<file path="src/rtl/adder_64_result_serializer.sv">
// adder_64_result_serializer
// Queues {carry, sum} results from adder_64 in a small FIFO and streams each one
// out LSB-first as DATA_W/BEAT_W narrow beats over a valid/ready handshake.
// adder_64 cannot be stalled, so a result arriving at a full FIFO is dropped and
// remembered in a sticky overflow flag.

module adder_64_result_serializer #(
  parameter int DATA_W     = 64,
  parameter int BEAT_W     = 16,
  parameter int FIFO_DEPTH = 4
) (
  input  logic                          clk,
  input  logic                          rst_n,
  input  logic [DATA_W-1:0]             sum_in,
  input  logic                          carry_in,
  input  logic                          din_en,
  output logic [BEAT_W-1:0]             dout_word,
  output logic                          dout_valid,
  input  logic                          dout_ready,
  output logic                          dout_last,
  output logic                          dout_carry,
  output logic [$clog2(FIFO_DEPTH):0]   fifo_count,
  output logic                          overflow
);

  localparam int BEATS   = DATA_W / BEAT_W;
  localparam int CNT_W   = (BEATS > 1) ? $clog2(BEATS) : 1;
  localparam int PTR_W   = $clog2(FIFO_DEPTH);
  localparam int CW      = PTR_W + 1;
  localparam int ENTRY_W = DATA_W + 1;

  typedef enum logic {
    IDLE = 1'b0,
    SEND = 1'b1
  } state_t;

  // Result FIFO: entry = {carry, sum}
  logic [ENTRY_W-1:0] mem [FIFO_DEPTH];
  logic [PTR_W-1:0]   wr_ptr;
  logic [PTR_W-1:0]   rd_ptr;
  logic [CW-1:0]      count_q;
  logic               overflow_q;
  logic [ENTRY_W-1:0] head;
  logic               fifo_empty;
  logic               fifo_full;
  logic               push;
  logic               pop;
  logic               drop;

  // Serializer state
  state_t             state_q;
  state_t             state_d;
  logic [DATA_W-1:0]  shift_q;
  logic [DATA_W-1:0]  shift_d;
  logic [CNT_W-1:0]   beat_q;
  logic [CNT_W-1:0]   beat_d;
  logic [CNT_W-1:0]   beat_inc;
  logic               carry_q;
  logic               carry_d;
  logic               last_q;
  logic               last_d;
  logic               handshake;

  assign head       = mem[rd_ptr];
  assign fifo_empty = (count_q == '0);
  assign fifo_full  = (count_q == CW'(FIFO_DEPTH));
  assign handshake  = (state_q == SEND) && dout_ready;
  assign beat_inc   = beat_q + CNT_W'(1);

  // A full FIFO still takes a new result when the head leaves on the same edge.
  assign push = din_en && (!fifo_full || pop);
  assign drop = din_en && !push;

  // Next-state and beat datapath: load from FIFO head, shift, or hold.
  always_comb begin
    // NOTE: every signal written here gets a default first, so no path through
    // the case statement can leave one unassigned and infer a latch.
    state_d = state_q;
    shift_d = shift_q;
    beat_d  = beat_q;
    carry_d = carry_q;
    last_d  = last_q;
    pop     = 1'b0;

    unique case (state_q)
      IDLE: begin
        if (!fifo_empty) begin
          pop     = 1'b1;
          shift_d = head[DATA_W-1:0];
          carry_d = head[DATA_W];
          beat_d  = '0;
          last_d  = (BEATS == 1);
          state_d = SEND;
        end
      end

      SEND: begin
        if (handshake) begin
          if (!last_q) begin
            shift_d = shift_q >> BEAT_W;
            beat_d  = beat_inc;
            last_d  = (beat_inc == CNT_W'(BEATS - 1));
          end else if (!fifo_empty) begin
            // Reload on the final handshake so consecutive results have no bubble.
            pop     = 1'b1;
            shift_d = head[DATA_W-1:0];
            carry_d = head[DATA_W];
            beat_d  = '0;
            last_d  = (BEATS == 1);
          end else begin
            shift_d = '0;
            carry_d = 1'b0;
            beat_d  = '0;
            last_d  = 1'b0;
            state_d = IDLE;
          end
        end
      end

      default: state_d = IDLE;
    endcase
  end

  // FSM state register.
  always_ff @(posedge clk) begin
    // NOTE: sequential state uses non-blocking assignments so every register
    // samples pre-edge values regardless of block ordering.
    if (!rst_n) begin
      state_q <= IDLE;
    end else begin
      state_q <= state_d;
    end
  end

  // Beat datapath registers; these drive the outputs directly.
  always_ff @(posedge clk) begin
    if (!rst_n) begin
      shift_q <= '0;
      beat_q  <= '0;
      carry_q <= 1'b0;
      last_q  <= 1'b0;
    end else begin
      shift_q <= shift_d;
      beat_q  <= beat_d;
      carry_q <= carry_d;
      last_q  <= last_d;
    end
  end

  // FIFO pointers, occupancy and sticky overflow flag.
  always_ff @(posedge clk) begin
    if (!rst_n) begin
      wr_ptr     <= '0;
      rd_ptr     <= '0;
      count_q    <= '0;
      overflow_q <= 1'b0;
    end else begin
      if (push) begin
        wr_ptr <= wr_ptr + PTR_W'(1);
      end
      if (pop) begin
        rd_ptr <= rd_ptr + PTR_W'(1);
      end
      count_q <= count_q + CW'(push) - CW'(pop);
      if (drop) begin
        overflow_q <= 1'b1;
      end
    end
  end

  // FIFO storage write port.
  always_ff @(posedge clk) begin
    // NOTE: the storage array is not reset; the pointers and count define which
    // entries are meaningful, and stale contents are never read.
    if (rst_n && push) begin
      mem[wr_ptr] <= {carry_in, sum_in};
    end
  end

  // Outputs come straight from registers; dout_ready has no combinational path here.
  assign dout_valid = (state_q == SEND);
  assign dout_word  = shift_q[BEAT_W-1:0];
  assign dout_last  = last_q;
  assign dout_carry = last_q & carry_q;
  assign fifo_count = count_q;
  assign overflow   = overflow_q;

endmodule
</file>
<file path="config.mk">
export PLATFORM = sky130hd
export DESIGN_NAME = adder_64_result_serializer
export DESIGN_NICKNAME = d
export VERILOG_FILES = /design/src/rtl/adder_64_result_serializer.sv
export SDC_FILE = /design/constraint.sdc
export NUM_CORES = 1
export LEC_CHECK = 0
export ABC_AREA = 1
export CORE_ASPECT_RATIO = 1.1
export CORE_MARGIN = 3
export CORE_UTILIZATION = 25
export DETAILED_ROUTE_END_ITERATION = 7
export GPL_ROUTABILITY_DRIVEN = 0
export SYNTH_ARGS = -nofsm -noshare
export SYNTH_HDL_FRONTEND = slang
export SYNTH_SLANG_ARGS = --single-unit
</file>
<file path="constraint.sdc">
create_clock -name clk -period 7.65 [get_ports clk]
set_input_delay 1.53 -clock clk [delete_from_list [all_inputs] [get_ports clk]]
set_output_delay 1.53 -clock clk [all_outputs]
set_load 0.01 [all_outputs]
</file>
Yosys cells after proc, flatten, opt, wreduce, memory -nomap -nowiden
Memory sizes are Yosys's and may differ from the RTL's. A register that Yosys moved wholly into a read port is not among the register bits.
Cells that the tools add are included.

cells by class
  add/sub/neg operators = 5
  equal/unequal tests = 5
  multiplexer cells = 29
  bitwise gates (word level) = 2
  reduce and logical (&&, ||, !) cells = 10

operators by type and width
  kind                                                   number
  2-to-1 mux 64 bit                                      4
  one-hot mux 64 bit (2 select lines)                    1
  2-to-1 mux 1 bit                                       14
  2-to-1 mux 2 bit                                       5
  one-hot mux 1 bit (2 select lines)                     4
  adder 2 x 1 -> 2 bit, second input constant            3
  logical AND 1 bit                                      4
  inequality test 2 x 1 -> 1 bit, second input constant  2
  one-hot mux 2 bit (2 select lines)                     1
  adder 3 x 1 -> 3 bit                                   1
  == test 3 bit, second input constant                   1
  zero test 3 bit                                        1
  AND reduction 3 bit                                    1
  subtractor 3 x 1 -> 3 bit                              1
  == test 2 bit, second input constant                   1
  zero test 1 bit                                        2
  inequality test 2 bit, second input constant           1
  AND reduction 2 bit                                    1
  AND 1 bit                                              1
  logical OR 1 bit                                       1
  NOT 1 bit                                              1

storage, ports and cells
  bits in registers = 77
  memory bits (writable) = 260
  input port bits = 69
  output and inout port bits = 23
  word-level logic and storage cells = 61
  memories = 1

memories
  memory  words  width  read ports  clocked after memory_dff  wr ports  RTL line  RTL
  mem     4      65     1           1                         1         38        logic [ENTRY_W-1:0] mem [FIFO_DEPTH];

Logic depth before layout (Yosys ltp)
Gate-level depths: netlist of the first run.

  depth in word-level cells = 10
  gate-level depth with buffers = 12

Worst setup path after synthesis of the first run
No wires, ideal clock.

  path type = input port to flip-flop
  start point = input dout_ready
  end point = memory mem[0][0] (netlist name), enable pin
  library setup time = 0.581 ns
  data arrival time = 6.790 ns
  data required time = 7.069 ns
  slack = 0.279 ns
  stages = 6
  buffers on the path = 0
  path through = inv_1 -> nand2_1 -> nand2_1 -> nand2_1 -> nand2_1 -> nor3b_1

between the ends
  cells in the longest elaborated chain, start to end = 8

RTL lines
  element                                 RTL line  RTL
  start, declared                         19        input logic dout_ready,
  logical AND 1 bit                       67        assign handshake = (state_q == SEND) && dout_ready;
  2-to-1 mux 1 bit                        98        if (handshake) begin
  one-hot mux 1 bit (2 select lines)      85        unique case (state_q)
  logical OR 1 bit                        71        assign push = din_en && (!fifo_full || pop);
  logical AND 1 bit                       71
  logical AND 1 bit                       175       if (rst_n && push) begin
  2-to-1 mux 1 bit                        175
  2-to-1 mux 1 bit (implied by the code)  176       mem[wr_ptr] <= {carry_in, sum_in};
  end, declared                           38

Every way passes these cells.

Worst setup path after layout of the first run
  start point = input dout_ready
  end point = memory mem[1][28] (netlist name), enable pin

Same word-level chain as after synthesis.

==> metrics.csv, run 1 <==
metric,value,unit
status,completed,
cts_buffer_depth,3,
critPathMaxStageDelay,0.85,ns
finalMaxSlewViolations,0,
grt_first_pass_wirelength,52600,microns
whs_path_depth,2,
crit_top_cell,nand2_1,
fin_setup_tns,0,ns
grt_pass1_vias,9730,
vias,10100,
fin_crit_sh,48.4,%
r2r-end,mem[1][28],
cts_tree,built,
skew,0.0254,ns
clk_latency,0.53,ns
fin_area,17500,sq um
hold_start,overflow,
drc,0,
die_area,62100,sq um
portBuffers,91,
end_kind,flip-flop,
cp_max_fo,65,
clk_pin_slew,0.06,ns
design.core.area,57900,sq um
numCtsBuffers,36,
leakagePower,7.53,nW
hpwl,20800,microns
area_growth,18.2,%
critPathSlowestCell,buf_4,
drt_iter0_drc,656,
setup_viol,0,
crit_required,7.79,ns
cp_top_family,buffers and inverters,
rsz0062_at_grt,false,
dpl-instance-area,16300,sq um
yosys_warnings,0,
seq_area,9390,sq um
hold_end,overflow,
hold_violations,0,
pwr_density_cell,335,nW/um^2
ir_drop,0.000230,V
gr-total-overflow,0,
wirelength,34000,microns
syn_nets,1706,
cts_setup_buffers,0,
ant_nets,0,
rows,92,
syn_area,14800,sq um
drive_above_1_share,4.97,%
cp-start-kind,primary input,
layout_common_cells,"nand2_1, inv_1, edfxtp_1, nand3_1, nor2_1",
cts_resized,0,
timing.fmax,270,MHz
yosysUniqueCellTypes,25,
r2r-start,dout_last,
worstPathArrival,3.84,ns
synth.avg_cell_area,9.07,sq um
die_x,238,microns
synth_seq_area_share,63.5,%
start_util,25.5,%
cp_cell_sequence,clkdlybuf4s50_1 > inv_1 > nand2_1 > nand2_1 > nand2_1 > nand2_1 > nor3b_2 > buf_4,
ys_ff_latch,339,
worstSetupPathType,in -> reg,
die_height,261,microns
drv_cap,0,
multiInputGateArea,3630,sq um
reg2reg_slack,4.61,ns
tightest_slew,1.07,ns
grt_use_total,10.7,%
wl_per_cell,13.8,microns
min_path_type,reg -> reg,
fillers,5864,
h-tree-depth,2,
post-route-min-period,3.70,ns
grt_max_degree,91,
firstDrtPassIters,5,
crit_buf_inv,3,
antenna_found_initial,10,
max_slew_margin,28.6,%
finalNetCount,1757,
reg2reg_depth,8,
avgViaCountPerCell,4.09,
mostFrequentLayoutCell,nand2_1,
dp_cells,2395,
ctsRootBufferMaster,clkbuf_16,
syn_inst,1630,
fin_cells,2464,
hold_buffers,0,
cts_sinks,339,
cp-startpoint,dout_ready,
ioPinCount,92,
## worst reg2reg max path: stages (launching register included)
cell and delay, ns:
dfxtp_1 0.36, inv_1 0.10, nand2_2 0.06, buf_4 0.44, nand2_1 0.21, nand2_1 0.19, nand2_1 0.21, nor3b_2 0.22
buf_4 0.85
## kinds of logic (layout without fill, tap and decap cells)
group                    count (synthesis)  after routing  share of synthesized area, %
AO/OA/AOI/OAI                           75             75                          2.59
AND/OR/NAND/NOR                        773            773                          21.0
XOR/XNOR                                 3              3                         0.178
adder cells (fa/ha/maj)                  7              7                         0.643
buffers and inverters                  433            512                          12.1
other                                    0              3                             0
flip-flops                             339            339                          63.5
## registers in the layout, summed over array words and instances, names as in the netlist, named ones only
name	count
wr_ptr	2
rd_ptr	2
mem	260
carry_q	1
dout_valid	1
fifo_count	3
overflow	1
dout_last	1
beat_q	2
shift_q	64
## how the worst max path moves through the flow
stage                       to  slack, ns  cells after the start
floorplan            mem[0][0]       0.28                      6
global placement    mem[1][25]       3.45                      8
detailed placement  mem[1][26]       3.40                      8
CTS                  mem[1][9]       3.94                      8
global route        mem[0][12]       3.73                      8
finish              mem[1][28]       3.95                      8
## routing by layer
metal / GRT usage (%) / wire, microns / vias to the layer above
li1: - / - / 5094
met1: 13.1 / 14800 / 4738
met2: 18.8 / 16600 / 168
met3: 2.58 / 1820 / 60
met4: 3.14 / 685 / 14
met5: 0 / 95 / -
## layout make-up
type                    count  area share [%]
flip-flops and latches    339            53.8
multi-input cells         858            20.8
inverters                 342            7.35
repair buffers            104            5.74
clock buffers              49            5.66
well taps                 752            5.38
clock inverters            17            1.27
diodes                      3          0.0430
## report_power, final
group	total (mW)	leakage, nW	switching, mW	internal (mW)
clock	1.77	0.594	0.691	1.08
sequential	2.37	3.01	0.136	2.23
combinational	1.71	3.92	1.14	0.566
## through the flow
step	utilization [%]	hold slack, ns	setup slack, ns	power (mW)
6_report	30.2	0.453	3.95	5.85
5_1_grt	30.2	0.486	3.73	6.25
4_1_cts	30.2	0.460	3.94	5.92
3_5_place_dp	28.1	0.450	3.40	4.13
3_3_place_gp	28.1	0.446	3.45	4.10
2_1_floorplan	-	0.439	0.279	3.68
## synthesized netlist by cell type (all sizes together)
library cell | n | area (sq um)
nor3 | 1 | 5.00
nand2 | 524 | 1970
buf | 72 | 435
a21oi | 74 | 378
inv | 342 | 1280
nor2 | 106 | 400
dfxtp | 79 | 1580
nand3 | 136 | 686
nand4 | 2 | 12.5
xnor2 | 1 | 8.76
ha | 6 | 75.1
edfxtp | 260 | 7810
o21ai | 1 | 5.00
fa | 1 | 20.0
nor3b | 4 | 30.0
xor2 | 2 | 17.5
clkbuf | 19 | 71.3
Note: power is estimated with default switching activity, not from simulation.
==> run 2, diff against run 1 <==
==> constraint.sdc (replaced) <==
create_clock -name clk -period 3.7 [get_ports clk]
set_input_delay 0.74 -clock clk [delete_from_list [all_inputs] [get_ports clk]]
set_output_delay 0.74 -clock clk [all_outputs]
set_load 0.01 [all_outputs]
==> run 2 against run 1 <==
  * Sequential power rose by 100%
  * Setup slack got worse by 2.9 ns
  * Sequential cell count did not move
  * Largest cell class unchanged
==> metrics.csv, run 2 (synthesis results as in run 1) <==
metric,value,unit,change
dp_cells,2402,,+0.29%
multiInputGateArea,3660,sq um,+0.69%
grt_max_degree,71,,-22%
tightest_slew,1.01,ns,-0.0586 ns
drc,0,,unchanged
reg2reg_depth,11,,+3
wl_met3,1830,microns,+0.83%
total_power,12.2,mW,+110%
antenna_found_initial,6,,-4
hold_start,overflow,,
drive_above_1_share,5.31,%,+0.34 points
fillers,5910,,+0.78%
numCtsBuffers,35,,-2.8%
vias,10100,,-0.14%
drt-met1-wl,15000,microns,+1.6%
cts_tree,built,,
drv_cap,0,,unchanged
top_register,mem,,
clk_pin_slew,0.06,ns,about the same
h-tree-depth,2,,unchanged
max_slew_margin,32.5,%,+3.9 points
setup_viol,0,,unchanged
worstPathArrival,2.87,ns,-0.97 ns
avgViaCountPerCell,4.07,,-0.38%
rsz0062_at_grt,false,,
rows,92,,unchanged
cts_sinks,339,,unchanged
fin_crit_sh,71.9,%,
cp-start-kind,primary input,,
grt_pass1_vias,9927,,+2.0%
clk_latency,0.52,ns,about the same
utilization,30.5,%,+0.34 points
dpl-instance-area,16400,sq um,+1.1%
ctsRootBufferMaster,clkbuf_16,,
ioPinCount,92,,unchanged
firstDrtPassIters,7,,+2
grt_use_total,11.0,%,+0.27 points
hold_end,overflow,,
die_area,62100,sq um,unchanged
whs_path_depth,2,,unchanged
power_frac_comb,30.4,%,+1.2 points
ir_drop,0.000302,V,+31%
clock_power_share,30.3,%,about the same
seq_area,9390,sq um,unchanged
start_util,25.5,%,unchanged
r2r-start,dout_valid,,
cp_max_fo,24,,-63%
ant_nets,0,,unchanged
die_height,261,microns,unchanged
pwr_density_cell,691,nW/um^2,+110%
finalMaxSlewViolations,0,,unchanged
cts_buffer_depth,3,,unchanged
wl_per_cell,14.0,microns,+1.2%
grt_first_pass_wirelength,54200,microns,+2.9%
leakagePower,7.60,nW,+0.92%
die_x,238,microns,unchanged
portBuffers,91,,unchanged
fin_area,17700,sq um,+1.1%
mostFrequentLayoutCell,nand2_1,,
timing.fmax,376,MHz,
swShare,33.6,%,-0.080 points
hold_ws,0.454,ns,+0.00138 ns
end_kind,flip-flop,,
crit_required,3.91,ns,-3.88 ns
finalNetCount,1763,,+0.34%
r2r-end,fifo_count[2],,
seqPwrFrac,39.4,%,-1.1 points
met2_length,16800,microns,+1.4%
post-route-min-period,2.66,ns,
hold_violations,0,,unchanged
p_int,8.11,mW,+110%
largest_register_ffs,260,,unchanged
status,completed,,
reg2reg_slack,1.38,ns,-3.23 ns
design.core.area,57900,sq um,unchanged
skew,0.00931,ns,-0.0161 ns
cts_resized,0,,unchanged
fin_cells,2470,,+0.24%
switchingPower,4.11,mW,+110%
worstSetupPathType,in -> reg,,
layout_common_cells,"nand2_1, inv_1, edfxtp_1, nand3_1, nor2_1",,
min_path_type,reg -> reg,,
area_growth,19.5,%,
wirelength,34500,microns,+1.4%
cts_setup_buffers,0,,unchanged
gr-total-overflow,0,,unchanged
hpwl,21400,microns,+2.8%
hold_buffers,0,,unchanged
drt_iter0_drc,578,,-12%
maxUsedRoutingLayer,met5,,
## run 2: changes by cell type in the layout (fill, tap and decap cells not counted), sizes merged
cell,previous run,this run
clkinv,9,11
clkinvlp,1,4
inv,344,340
buf,14,21
diode,3,5
clkbuf,49,45
## run 2: layout make-up
| class | instances | area share [%] |
|---|---|---|
| clock buffer | 45 | 5.64 |
| tap | 752 | 5.32 |
| antenna | 5 | 0.0708 |
| timing repair buffer | 111 | 6.54 |
| inverter | 342 | 7.28 |
| multi-input combinational | 858 | 20.7 |
| clock inverter | 18 | 1.29 |
| sequential | 339 | 53.2 |
## run 2: metal layers
layer | up-vias | track usage (%)
met4 | 2 | 3.50
met5 | - | 0
met2 | 177 | 19.1
met3 | 50 | 2.42
li1 | 5110 | -
met1 | 4721 | 13.6
## run 2: worst max-delay path by stage
stage | startpoint | end | slack, ns | cells past startpoint
floorplan | dout_ready | mem[0][0] | -0.60 | 6
global placement | dout_ready | mem[1][53] | 0.53 | 9
detailed placement | dout_ready | mem[1][53] | 0.53 | 9
CTS | dout_ready | mem[1][54] | 1.06 | 9
global route | dout_ready | mem[1][54] | 0.87 | 9
finish | dout_ready | mem[1][54] | 1.04 | 9
## run 2: critical path: stages
cell,delay [ns]
clkdlybuf4s50_1,0.50
inv_1,0.05
nand2_1,0.13
nand2_1,0.12
nand2_1,0.16
nand2_1,0.11
buf_4,0.19
nor3b_4,0.57
buf_12,0.28
## run 2: metrics by stage
step / setup TNS [ns] / setup slack [ns]
finish: 0 / 1.04
global route: 0 / 0.872
CTS: 0 / 1.06
detailed placement: 0 / 0.525
global placement: 0 / 0.533
floorplan: -157.09 / -0.604
## run 2: power groups by stage
stage          sequential [mW]  combinational [mW]  clock (mW)
6_report                  4.81                3.71        3.70
5_1_grt                   4.86                4.25        3.94
4_1_cts                   4.81                3.76        3.78
3_3_place_gp              4.88                3.69           0
3_5_place_dp              4.89                3.74           0
2_1_floorplan             4.84                2.77           0
==> run 3, diff against run 2 <==
==> constraint.sdc (replaced) <==
create_clock -name clk -period 2.3 [get_ports clk]
set_input_delay 0.46 -clock clk [delete_from_list [all_inputs] [get_ports clk]]
set_output_delay 0.46 -clock clk [all_outputs]
set_load 0.01 [all_outputs]
==> run 3 against run 2 <==
  * Count of clock-buffer cells in the layout increased by 3
  * Critical path depth rose by 5
  * Setup slack worse by 0.90 ns
  * Global-route usage is 0.26 points higher
  * Critical endpoint is now fifo_count[2]
  * Largest power group unchanged
==> metrics.csv, run 3 (synthesis results as in run 1) <==
metric,value,unit,change
status,completed,,
cp_top_family,buffers and inverters,,
design.core.area,57900,sq um,unchanged
wl_per_cell,14.0,microns,+0.41%
drt_iter0_drc,605,,+4.7%
rows,92,,unchanged
total_power,19.6,mW,+60%
hold_buffers,0,,unchanged
layout_common_cells,"nand2_1, inv_1, edfxtp_1, nand3_1, nor2_1",,
grt_use_total,11.2,%,+0.26 points
fillers,5873,,-0.63%
drc,0,,unchanged
timing.fmax,462,MHz,
clk_latency,0.52,ns,about the same
fin_crit_sh,94.1,%,
cp_cell_sequence,clkdlybuf4s50_1 > buf_4 > inv_12 > nand2_8 > nand2_4 > inv_1 > nand2_1 > xor2_1 > ha_1 > inv_1 > fa_1 > xnor2_2 > buf_4 > a21oi_1,,
pre_cts_ws,-0.355,ns,-0.880 ns
hold_ws,0.463,ns,+0.00835 ns
cp-start-kind,primary input,,
hold_violations,0,,unchanged
tightest_slew,0.691,ns,-0.321 ns
pwr_density_cell,1080,nW/um^2,+56%
dpl-instance-area,17100,sq um,+3.9%
grt_pass1_vias,9974,,+0.47%
clk_pin_slew,0.06,ns,about the same
rsz0062_at_grt,false,,
end_kind,flip-flop,,
ant_nets,0,,unchanged
critPathMaxStageDelay,0.46,ns,-0.11 ns
skew,0.0187,ns,+0.00943 ns
crit_required,2.73,ns,-1.18 ns
die_area,62100,sq um,unchanged
firstDrtPassIters,5,,-2
start_util,25.5,%,unchanged
antenna_found_initial,10,,+4
finalNetCount,1811,,+2.7%
numCtsBuffers,34,,-2.9%
ioPinCount,92,,unchanged
drv_cap,0,,unchanged
ir_drop,0.000839,V,+180%
crit_buf_inv,6,,+2
max_slew_margin,54.0,%,+21 points
cts_buffer_depth,3,,unchanged
dp_cells,2451,,+2.0%
mostFrequentLayoutCell,nand2_1,,
h-tree-depth,2,,unchanged
die_x,238,microns,unchanged
cts_resized,0,,unchanged
vias,10200,,+1.5%
setup_viol,0,,unchanged
avgViaCountPerCell,4.06,,-0.32%
drive_above_1_share,7.91,%,+2.6 points
gr-total-overflow,0,,unchanged
critPathSlowestCell,clkdlybuf4s50_1,,
fin_cells,2514,,+1.8%
grt_max_degree,131,,+85%
area_growth,22.8,%,
wirelength,35300,microns,+2.2%
cts_sinks,339,,unchanged
leakagePower,7.86,nW,+3.4%
post-route-min-period,2.16,ns,
largest_register_ffs,260,,unchanged
cp_max_fo,4,,-83%
fin_area,18200,sq um,+2.7%
cts_tree,built,,
portBuffers,91,,unchanged
grt_first_pass_wirelength,55300,microns,+2.2%
die_height,261,microns,unchanged
worstSetupPathType,in -> reg,,
cts_setup_buffers,0,,unchanged
min_path_type,reg -> reg,,
top_register,mem,,
hpwl,23700,microns,+11%
setup_ws,0.136,ns,-0.905 ns
worstPathArrival,2.60,ns,-0.27 ns
ctsRootBufferMaster,clkbuf_16,,
finalMaxSlewViolations,0,,unchanged
==> run 3: changes by cell type in the layout (fill, tap and decap cells not counted), moves of 4 or more <==
| cell | before | now |
|---|---|---|
| clkbuf_1 | 5 | 12 |
| nand2_1 | 522 | 518 |
| buf_4 | 12 | 45 |
| buf_12 | 8 | 24 |
==> run 3: final cells by class <==
cell class	count	area, sq um	share of cell area, %
Multi-Input combinational cell	858	3720	20.5
Antenna cell	4	10.0	0.0551
Clock buffer	48	935	5.15
Sequential cell	339	9400	51.8
Tap cell	752	941	5.18
Inverter	342	1300	7.14
Clock inverter	11	135	0.744
Timing Repair Buffer	160	1720	9.49
==> run 3: worst register-to-register path, cell delays in order (launching register included) <==
cell	delay [ns]
dfxtp_2	0.36
nor3_1	0.19
buf_4	0.15
nand2_4	0.06
nand2_8	0.07
xor2_1	0.15
ha_1	0.16
inv_1	0.05
fa_1	0.43
xnor2_2	0.16
buf_4	0.13
a21oi_1	0.13
==> run 3: routing by layer <==
metal  track usage, %  vias to the layer above  routed length (microns)
li1                 -                     5202                        -
met1             13.8                     4736                    15200
met2             19.8                      194                    17100
met3             2.43                       62                     2070
met4             3.40                       12                      862
met5                0                        -                       75
==> run 3: worst paths after layout <==
| check | from | end | slack, ns | cells after the start |
|---|---|---|---|---|
| worst max-delay path | dout_ready | fifo_count[2] | 0.14 | 14 |
| worst min-delay path | shift_q[53] | shift_q[53] | 0.46 | 2 |
| worst max register to register | fifo_count[1] | fifo_count[2] | 0.18 | 11 |
| worst min register to register | shift_q[53] | shift_q[53] | 0.46 | 2 |
==> run 3: where the power goes <==
part / switching, mW / total (mW) / internal (mW) / leakage, nW
clock: 2.23 / 5.40 / 3.17 / 0.514
combinational: 4.10 / 6.46 / 2.35 / 4.33
sequential: 0.326 / 7.74 / 7.41 / 3.01
==> run 3: metrics by stage <==
step | util (%) | setup TNS [ns]
after floorplan | - | -161.31
after global placement | 29.5 | -57.82
after detailed placement | 29.5 | -62.11
after CTS | 31.3 | 0
after global routing | 31.3 | 0
final | 31.4 | 0
